===== config.mk =====
export PLATFORM = sky130hd
export DESIGN_NAME = scaler_axis_cfggen_flat
export DESIGN_NICKNAME = d
export VERILOG_FILES = /design/src/rtl/scaler_axis_cfggen_if.sv /design/src/rtl/scaler_axis_cfggen.sv /design/src/flat_wrapper.sv
export SDC_FILE = /design/constraint.sdc
export NUM_CORES = 2
export LEC_CHECK = 0
export CAP_MARGIN = 5
export CORE_ASPECT_RATIO = 0.9
export CORE_MARGIN = 2
export CORE_UTILIZATION = 30
export CTS_CLUSTER_DIAMETER = 150
export CTS_CLUSTER_SIZE = 12
export DETAILED_ROUTE_END_ITERATION = 10
export PLACE_DENSITY_LB_ADDON = 0.15
export SLEW_MARGIN = 20
export SYNTH_ARGS = -nofsm -noshare
export SYNTH_HDL_FRONTEND = slang
export SYNTH_SLANG_ARGS = --single-unit
export TNS_END_PERCENT = 50

===== constraint.sdc =====
create_clock -name SYS_CLK -period 7 [get_ports SYS_CLK]
set_input_delay 1.4 -clock SYS_CLK [delete_from_list [all_inputs] [get_ports SYS_CLK]]
set_output_delay 1.4 -clock SYS_CLK [all_outputs]
set_load 0.01 [all_outputs]

===== src/rtl/scaler_axis_cfggen_if.sv =====
//------------------------------------------------------------------------------
// Module  : scaler_axis_cfggen_if
// Brief   : Config-register side bundle for one scaler axis config generator.
// Rev     : 1.0 - initial release
//------------------------------------------------------------------------------
`default_nettype none

interface scaler_axis_cfggen_if #(
  parameter int IN_W   = 10,
  parameter int OUT_W  = 12,
  parameter int FRAC_W = 17
);
  logic [IN_W-1:0]   in_full_i;
  logic [OUT_W-1:0]  out_size_i;
  logic [OUT_W-1:0]  out_active_i;
  logic [IN_W-1:0]   pos_bias_i;
  logic              busy_o;
  logic              cfg_update_o;
  logic [FRAC_W:0]   interp_factor_o;
  logic [IN_W-1:0]   in_needed_o;
  logic [IN_W-1:0]   in_full_o;
  logic [IN_W-1:0]   pos_1st_o;
  logic [OUT_W-1:0]  out_size_o;

  modport master (
    output in_full_i, out_size_i, out_active_i, pos_bias_i,
    input  busy_o, cfg_update_o, interp_factor_o, in_needed_o,
           in_full_o, pos_1st_o, out_size_o
  );

  modport slave (
    input  in_full_i, out_size_i, out_active_i, pos_bias_i,
    output busy_o, cfg_update_o, interp_factor_o, in_needed_o,
           in_full_o, pos_1st_o, out_size_o
  );
endinterface

`default_nettype wire


===== src/rtl/scaler_axis_cfggen.sv =====
//------------------------------------------------------------------------------
// Module  : scaler_axis_cfggen
// Brief   : Per-axis scaler step / source-window generator, atomic cfg update.
// Rev     : 1.0 - initial release
//------------------------------------------------------------------------------
`default_nettype none

module scaler_axis_cfggen #(
  parameter int IN_W   = 10,
  parameter int OUT_W  = 12,
  parameter int FRAC_W = 17
) (
  input  logic                SYS_CLK,
  input  logic                SYS_RST,
  scaler_axis_cfggen_if.slave cfg
);

  localparam int c_QW     = FRAC_W + 1;
  localparam int c_INV_W  = c_QW + IN_W;
  localparam int c_FULL_W = c_INV_W + OUT_W;
  localparam int c_RAW_W  = IN_W + OUT_W + 1;
  localparam int c_CNT_W  = $clog2(c_QW);

  localparam logic [c_CNT_W-1:0] c_CNT_TOP = c_CNT_W'(FRAC_W);

  localparam logic [1:0] c_IDLE = 2'd0;
  localparam logic [1:0] c_DIV  = 2'd1;
  localparam logic [1:0] c_MUL  = 2'd2;
  localparam logic [1:0] c_OUT  = 2'd3;

  logic [1:0]          r_state;
  logic [IN_W-1:0]     r_in_full_l,    r_in_full_ll;
  logic [OUT_W-1:0]    r_out_size_l,   r_out_size_ll;
  logic [OUT_W-1:0]    r_out_active_l, r_out_active_ll;
  logic [IN_W-1:0]     r_bias_l,       r_bias_ll;
  logic [c_CNT_W-1:0]  r_cnt;
  logic [1:0]          r_mcnt;
  logic [OUT_W-1:0]    r_rem;
  logic [c_QW-1:0]     r_quo;
  logic [c_INV_W-1:0]  r_inv;
  logic [c_FULL_W-1:0] r_full;
  logic [IN_W-1:0]     r_need;
  logic [IN_W-1:0]     r_pos;
  logic                r_upd;
  logic [c_QW-1:0]     r_factor_o;
  logic [IN_W-1:0]     r_needed_o, r_full_o, r_pos_o;
  logic [OUT_W-1:0]    r_size_o;

  logic                  w_go;
  logic [OUT_W:0]        w_rem_sh;
  logic                  w_ge;
  logic [OUT_W:0]        w_rem_nx;
  logic [c_RAW_W-1:0]    w_raw;
  logic [IN_W-1:0]       w_need;
  logic [IN_W-1:0]       w_span;
  logic signed [IN_W+1:0] w_pos_s;
  logic [IN_W-1:0]       w_pos;

  // A new request is any change against the shadow copy with a non-zero divisor
  assign w_go = ((r_in_full_l != r_in_full_ll) || (r_out_size_l != r_out_size_ll) ||
                 (r_out_active_l != r_out_active_ll) || (r_bias_l != r_bias_ll)) &&
                (r_out_size_l != '0);

  // Dividend is 2^FRAC_W, so only the first shifted-in bit is a one
  assign w_rem_sh = {r_rem, (r_cnt == c_CNT_TOP)};
  assign w_ge     = (w_rem_sh >= {1'b0, r_out_size_ll});
  assign w_rem_nx = w_ge ? (w_rem_sh - {1'b0, r_out_size_ll}) : w_rem_sh;

  assign w_raw  = c_RAW_W'(r_full >> FRAC_W) + c_RAW_W'(r_full[FRAC_W-1]);
  assign w_need = (w_raw < c_RAW_W'(r_in_full_ll)) ? w_raw[IN_W-1:0] : r_in_full_ll;
  assign w_span = r_in_full_ll - w_need;
  assign w_pos_s = $signed({2'b00, w_span >> 1}) +
                   $signed({{2{r_bias_ll[IN_W-1]}}, r_bias_ll});
  assign w_pos  = w_pos_s[IN_W+1]                       ? '0     :
                  (w_pos_s > $signed({2'b00, w_span})) ? w_span : w_pos_s[IN_W-1:0];

  always_ff @(posedge SYS_CLK) begin
    if (SYS_RST) begin
      r_state         <= c_IDLE;
      r_in_full_l     <= '0;
      r_out_size_l    <= '0;
      r_out_active_l  <= '0;
      r_bias_l        <= '0;
      r_in_full_ll    <= '0;
      r_out_size_ll   <= '0;
      r_out_active_ll <= '0;
      r_bias_ll       <= '0;
      r_cnt           <= '0;
      r_mcnt          <= '0;
      r_rem           <= '0;
      r_quo           <= '0;
      r_inv           <= '0;
      r_full          <= '0;
      r_need          <= '0;
      r_pos           <= '0;
      r_upd           <= 1'b0;
      r_factor_o      <= '0;
      r_needed_o      <= '0;
      r_full_o        <= '0;
      r_pos_o         <= '0;
      r_size_o        <= '0;
    end else begin
      r_in_full_l    <= cfg.in_full_i;
      r_out_size_l   <= cfg.out_size_i;
      r_out_active_l <= cfg.out_active_i;
      r_bias_l       <= cfg.pos_bias_i;
      r_upd          <= 1'b0;
      // OUT always completes; a change seen there is picked up from IDLE
      if (w_go && (r_state != c_OUT)) begin
        r_in_full_ll    <= r_in_full_l;
        r_out_size_ll   <= r_out_size_l;
        r_out_active_ll <= r_out_active_l;
        r_bias_ll       <= r_bias_l;
        r_cnt           <= c_CNT_TOP;
        r_rem           <= '0;
        r_quo           <= '0;
        r_state         <= c_DIV;
      end else begin
        case (r_state)
          c_DIV: begin
            r_rem <= w_rem_nx[OUT_W-1:0];
            r_quo <= {r_quo[c_QW-2:0], w_ge};
            r_cnt <= r_cnt - 1'b1;
            if (r_cnt == '0) begin
              r_mcnt  <= '0;
              r_state <= c_MUL;
            end
          end
          c_MUL: begin
            r_inv  <= c_INV_W'(r_quo) * c_INV_W'(r_in_full_ll);
            r_full <= c_FULL_W'(r_inv) * c_FULL_W'(r_out_active_ll);
            r_need <= w_need;
            r_pos  <= w_pos;
            r_mcnt <= r_mcnt + 1'b1;
            if (r_mcnt == 2'd2) r_state <= c_OUT;
          end
          c_OUT: begin
            r_factor_o <= r_quo;
            r_needed_o <= r_need;
            r_full_o   <= r_in_full_ll;
            r_pos_o    <= r_pos;
            r_size_o   <= r_out_size_ll;
            r_upd      <= 1'b1;
            r_state    <= c_IDLE;
          end
          default: r_state <= c_IDLE;
        endcase
      end
    end
  end

  assign cfg.busy_o          = (r_state != c_IDLE);
  assign cfg.cfg_update_o    = r_upd;
  assign cfg.interp_factor_o = r_factor_o;
  assign cfg.in_needed_o     = r_needed_o;
  assign cfg.in_full_o       = r_full_o;
  assign cfg.pos_1st_o       = r_pos_o;
  assign cfg.out_size_o      = r_size_o;

endmodule

`default_nettype wire


===== src/flat_wrapper.sv =====
// flat-port wrapper written by rule: the top's interface ports become plain ports
module scaler_axis_cfggen_flat 
#(
  parameter int IN_W   = 10,
  parameter int OUT_W  = 12,
  parameter int FRAC_W = 17
)
  (SYS_CLK, SYS_RST, cfg_in_full_i, cfg_out_size_i, cfg_out_active_i, cfg_pos_bias_i, cfg_busy_o, cfg_cfg_update_o, cfg_interp_factor_o, cfg_in_needed_o, cfg_in_full_o, cfg_pos_1st_o, cfg_out_size_o);
  scaler_axis_cfggen_if #(.IN_W(IN_W), .OUT_W(OUT_W), .FRAC_W(FRAC_W)) cfg_i ();
  input  logic SYS_CLK;
  input  logic SYS_RST;
  input wire logic [$bits(cfg_i.in_full_i)-1:0] cfg_in_full_i;
  input wire logic [$bits(cfg_i.out_size_i)-1:0] cfg_out_size_i;
  input wire logic [$bits(cfg_i.out_active_i)-1:0] cfg_out_active_i;
  input wire logic [$bits(cfg_i.pos_bias_i)-1:0] cfg_pos_bias_i;
  output wire logic [$bits(cfg_i.busy_o)-1:0] cfg_busy_o;
  output wire logic [$bits(cfg_i.cfg_update_o)-1:0] cfg_cfg_update_o;
  output wire logic [$bits(cfg_i.interp_factor_o)-1:0] cfg_interp_factor_o;
  output wire logic [$bits(cfg_i.in_needed_o)-1:0] cfg_in_needed_o;
  output wire logic [$bits(cfg_i.in_full_o)-1:0] cfg_in_full_o;
  output wire logic [$bits(cfg_i.pos_1st_o)-1:0] cfg_pos_1st_o;
  output wire logic [$bits(cfg_i.out_size_o)-1:0] cfg_out_size_o;
  assign cfg_i.in_full_i = cfg_in_full_i;
  assign cfg_i.out_size_i = cfg_out_size_i;
  assign cfg_i.out_active_i = cfg_out_active_i;
  assign cfg_i.pos_bias_i = cfg_pos_bias_i;
  assign cfg_busy_o = cfg_i.busy_o;
  assign cfg_cfg_update_o = cfg_i.cfg_update_o;
  assign cfg_interp_factor_o = cfg_i.interp_factor_o;
  assign cfg_in_needed_o = cfg_i.in_needed_o;
  assign cfg_in_full_o = cfg_i.in_full_o;
  assign cfg_pos_1st_o = cfg_i.pos_1st_o;
  assign cfg_out_size_o = cfg_i.out_size_o;
  scaler_axis_cfggen #(.IN_W(IN_W), .OUT_W(OUT_W), .FRAC_W(FRAC_W)) u_core (.SYS_CLK(SYS_CLK), .SYS_RST(SYS_RST), .cfg(cfg_i));
endmodule

==> impl_metrics.csv <==
group,metric,value,unit
outcome,outcome,"complete, no violations",
detailed_routing,postRouteWirelength,76200,microns
place,place_hpwl,59700,microns
cts,tritoncts,"done",
setup_path,rr_endpoint,"u_core.r_pos[1]",
grt,grtUsageMet3,1.87,%
setup_path,rr_worst_depth,34,
grt,grt.met1_usage,22.4,%
floorplan,fp.dieArea,0.0925,sq mm
floorplan,start_util,30.2,%
worst_hold_path,hp-start,"u_core.r_need[0]",
power,power_switching_share,28.7,%
worst_hold_path,hold-path-endpoint,"u_core.r_need[0]",
power,finalPower,3460,uW
setup_path,critical-path-slowest-cell,"fa_2",
cts,clock-root-buffer,"clkbuf_16",
grt,number_of_antenna_violations_at_the_first_check_in_global_routing,1,
power,power.share.sequential,44.5,%
power,max-vdd-ir-drop,175,uV
grt,met2_usage,30.2,%
power,intPower,2470,uW
detailed_routing,detail_route.drc_violations,0,
power,p_switching,995,uW
yosys,mapped_area,0.0270,sq mm
grt,grt_use_total,16.9,%
floorplan,core_area,0.0894,sq mm
cts,clk_pin_slew,0.06,ns
setup_path,most_frequent_cell_on_critical_path,"a21oi_2",
final_layout,insertedDiodeCount,0,
floorplan,floorplan.die.width,320,microns
timing,grt_setup_unrepaired,"yes",
timing,period_needed,6.70,ns
cts,worst_skew_pair_latency,0.57,ns
worst_hold_path,timing.hold.worst_path_depth,2,
timing,whs,0.457,ns
timing,worst_rel_slew_slack,31.5,%
cts,holdBufCountCts,0,
setup_path,cp-end-kind,"flop",
timing,finalHoldViolations,0,
detailed_routing,route.vias.total,20400,
floorplan,boundaryPins,108,
timing,skew,0.0172,ns
setup_path,setup_slack_on_the_worst_flop_to_flop_path,0.30,ns
power,power.share.clock,35.5,%
cts,cts_inserted_buffers,25,
timing,report.final.slew_viol_count,0,
final_layout,layout.core_utilization,34.8,%
cts,tritoncts_sink_count,260,
setup_path,timing.setup.critical_path_class,"flop to flop",
place,port_buffer_count,107,
yosys,syn-mean-instance-area,8.86,sq um
power,p_leak,0.0141,uW
detailed_routing,vias_per_std_cell,4.72,
worst_hold_path,holdCritPathClass,"flop to flop",
detailed_routing,detail-route-antenna-nets,0,
setup_path,worstPathRequired,7.42,ns
detailed_routing,routed_wire_length_per_instance,17.7,microns
grt,overflow_left_after_global_routing,0,
final_layout,nNetsFinal,3773,
setup_path,worst_path_maximum_fanout,6,
grt,gr-max-usage-layer,"met2",
setup_path,critPathArrivalTime,7.12,ns
cts,ctsHtreeMaxLevel,1,
flow_run,max_cap_violation_count,0,
final_layout,fill_cells,9121,
timing,worst-slew-pin-transition,1.02,ns
yosys,async_flop_share,0,%
power,power.combinational.fraction,20.0,%
setup_path,rr_startpoint,"u_core.r_full[17]",
yosys,netlist-cell-type-count,73,
yosys,portion_of_the_post_synthesis_area_used_by_sequential_elements,19.3,%
setup_path,crit_start,"u_core.r_full[17]",
setup_path,cp_slowest_stage_delay,0.53,ns
cts,ctsLongestPathBuffers,3,
yosys,synth_seq_cells,260,
final_layout,syn2layout_area_growth,15.1,%
grt,first_pass_grt_wire_length,125000,microns
yosys,synth_enable_flop_cells,0,
final_layout,proportion_of_layout_cells_with_a_drive_suffix_above_1,7.86,%
setup_path,worstSetupStartpointType,"flop",
timing,timing.final.setup_violations,0,
floorplan,standard_cell_row_count,104,
yosys,synth_warnings,0,
floorplan,die_height,289,microns
place,globalplace.congestion,0.843,
yosys,synth_nets,3680,
yosys,ys.flop_type,"dfxtp_1",
grt,maximum_number_of_pins_on_one_net_before_global_route_repair,88,
timing,timing.fmax,149,MHz
detailed_routing,firstDrtPassIters,5,
power,power_density,111,mW/mm^2
timing,layout_worst_path_cycle_share,95.7,%
detailed_routing,drt-initial-drc-count,868,
grt,first_global_vias,22200,
yosys,syn-instance-count,3050,
what timing repair did:
| item | CTS | global route |
|---|---|---|
| resized for setup | 28 | 64 |
| setup endpoints to repair | 10 | 13 |
| gates cloned | 0 | 0 |
| buffers inserted | 10 | 9 |
| pin swaps | 15 | 46 |
logic make-up (layout without fill, tap and decap cells):
group	after synthesis	in the layout	synth area share, %
simple gates	1052	1052	18.2
fa+ha+maj	584	584	37.8
buf+inv	574	668	8.00
compound gates	306	306	7.14
flops	260	260	19.3
mux	146	146	5.41
xor+xnor	128	128	4.18
sequential cells by signal, summed over array words and instances, names as in the netlist, 12 cells and up:
register / flops
u_core.r_out_size_ll: 12
u_core.r_out_active_l: 12
u_core.cfg.interp_factor_o: 18
u_core.r_full: 24
u_core.r_out_size_l: 12
u_core.r_inv: 28
u_core.cfg.out_size_o: 12
u_core.r_rem: 12
u_core.r_out_active_ll: 12
u_core.r_quo: 18
final cells by class:
type                    count  area, sq um  area share, %
clock buffers              26          629           2.02
clock inverters             2         25.0         0.0804
inverters                 404         1520           4.87
multi-input cells        2216        20200           64.9
flip-flops and latches    260         5210           16.7
well taps                1166         1460           4.69
repair buffers            236         2080           6.69
worst max-delay path by stage:
stage                      end  slack (ns)
2_1_floorplan  u_core.r_pos[9]        0.02
3_3_place_gp   u_core.r_pos[0]       -0.09
3_5_place_dp   u_core.r_pos[1]       -0.25
6_report       u_core.r_pos[1]        0.30
5_1_grt        u_core.r_pos[1]       -0.17
4_1_cts        u_core.r_pos[0]       0.003
Yosys cell counts (5+ instances only):
| library cell | n | share of area [%] |
|---|---|---|
| nand2_1 | 457 | 6.3 |
| inv_1 | 404 | 5.6 |
| fa_1 | 388 | 29 |
| dfxtp_1 | 260 | 19 |
| nor2_1 | 211 | 2.9 |
| ha_1 | 196 | 9.1 |
| and2_1 | 179 | 4.1 |
| clkbuf_1 | 149 | 2.1 |
| mux2i_1 | 146 | 5.4 |
| a21oi_1 | 120 | 2.2 |
| xor2_1 | 71 | 2.3 |
| nor2b_1 | 59 | 1.4 |
| xnor2_1 | 56 | 1.8 |
| o21ai_0 | 54 | 1.0 |
| nand3_1 | 29 | 0.54 |
| nor3_1 | 26 | 0.48 |
| a21o_1 | 25 | 0.69 |
| nor4_1 | 21 | 0.49 |
| buf_1 | 17 | 0.24 |
| o21a_1 | 17 | 0.47 |
| o21bai_1 | 15 | 0.42 |
| a211oi_1 | 13 | 0.36 |
| nand4_1 | 13 | 0.30 |
| nand2b_1 | 11 | 0.25 |
| o211ai_1 | 9 | 0.25 |
| nand3b_1 | 7 | 0.19 |
| o31ai_1 | 6 | 0.17 |
| a21boi_0 | 5 | 0.14 |
| a31oi_1 | 5 | 0.12 |
| and3_1 | 5 | 0.12 |
worst max-delay path: cells and delay by family, from the launching register on:
kind,cells,cell delay (ns)
AO/OA/AOI/OAI,11,1.53
buffers and inverters,4,0.41
adder cells (fa/ha/maj),6,1.70
multiplexers,2,0.47
flip-flops,1,0.36
AND/OR/NAND/NOR,9,1.81
XOR/XNOR,2,0.25
per-stage QoR:
step                worst slack, ns  instance area (sq um)  setup TNS [ns]  instances
finish                        0.304                  31100               0       4310
global route                 -0.166                  31100          -0.701       4310
CTS                         0.00331                  30700               0       4301
detailed placement           -0.246                  29800           -1.54       4263
global placement            -0.0875                  29800          -0.327       4263
floorplan                    0.0216                  27100               0       3050
cell usage in the layout, fill, tap and decap left out, types with 70 or more instances in the layout:
cell / n
fa_1: 387
a21oi_1: 112
buf_4: 121
xor2_1: 70
ha_1: 184
dfxtp_1: 258
mux2i_1: 142
inv_1: 404
clkdlybuf4s50_1: 106
nand2_1: 455
nor2_1: 206
and2_1: 179
per-layer routing:
layer / vias up / wire (microns)
li1: 9751 / -
met1: 10300 / 35500
met2: 276 / 37600
met3: 58 / 2190
met4: 2 / 952
met5: - / 8
power groups by stage:
| stage | Clock, uW | Sequential (uW) | Combinational (uW) |
|---|---|---|---|
| 2_1_floorplan | 0 | 1560 | 354 |
| 3_3_place_gp | 0 | 1570 | 571 |
| 3_5_place_dp | 0 | 1570 | 574 |
| 4_1_cts | 1290 | 1540 | 621 |
| 5_1_grt | 1350 | 1540 | 758 |
| 6_report | 1230 | 1540 | 693 |
(Power assumes the default switching activity.)
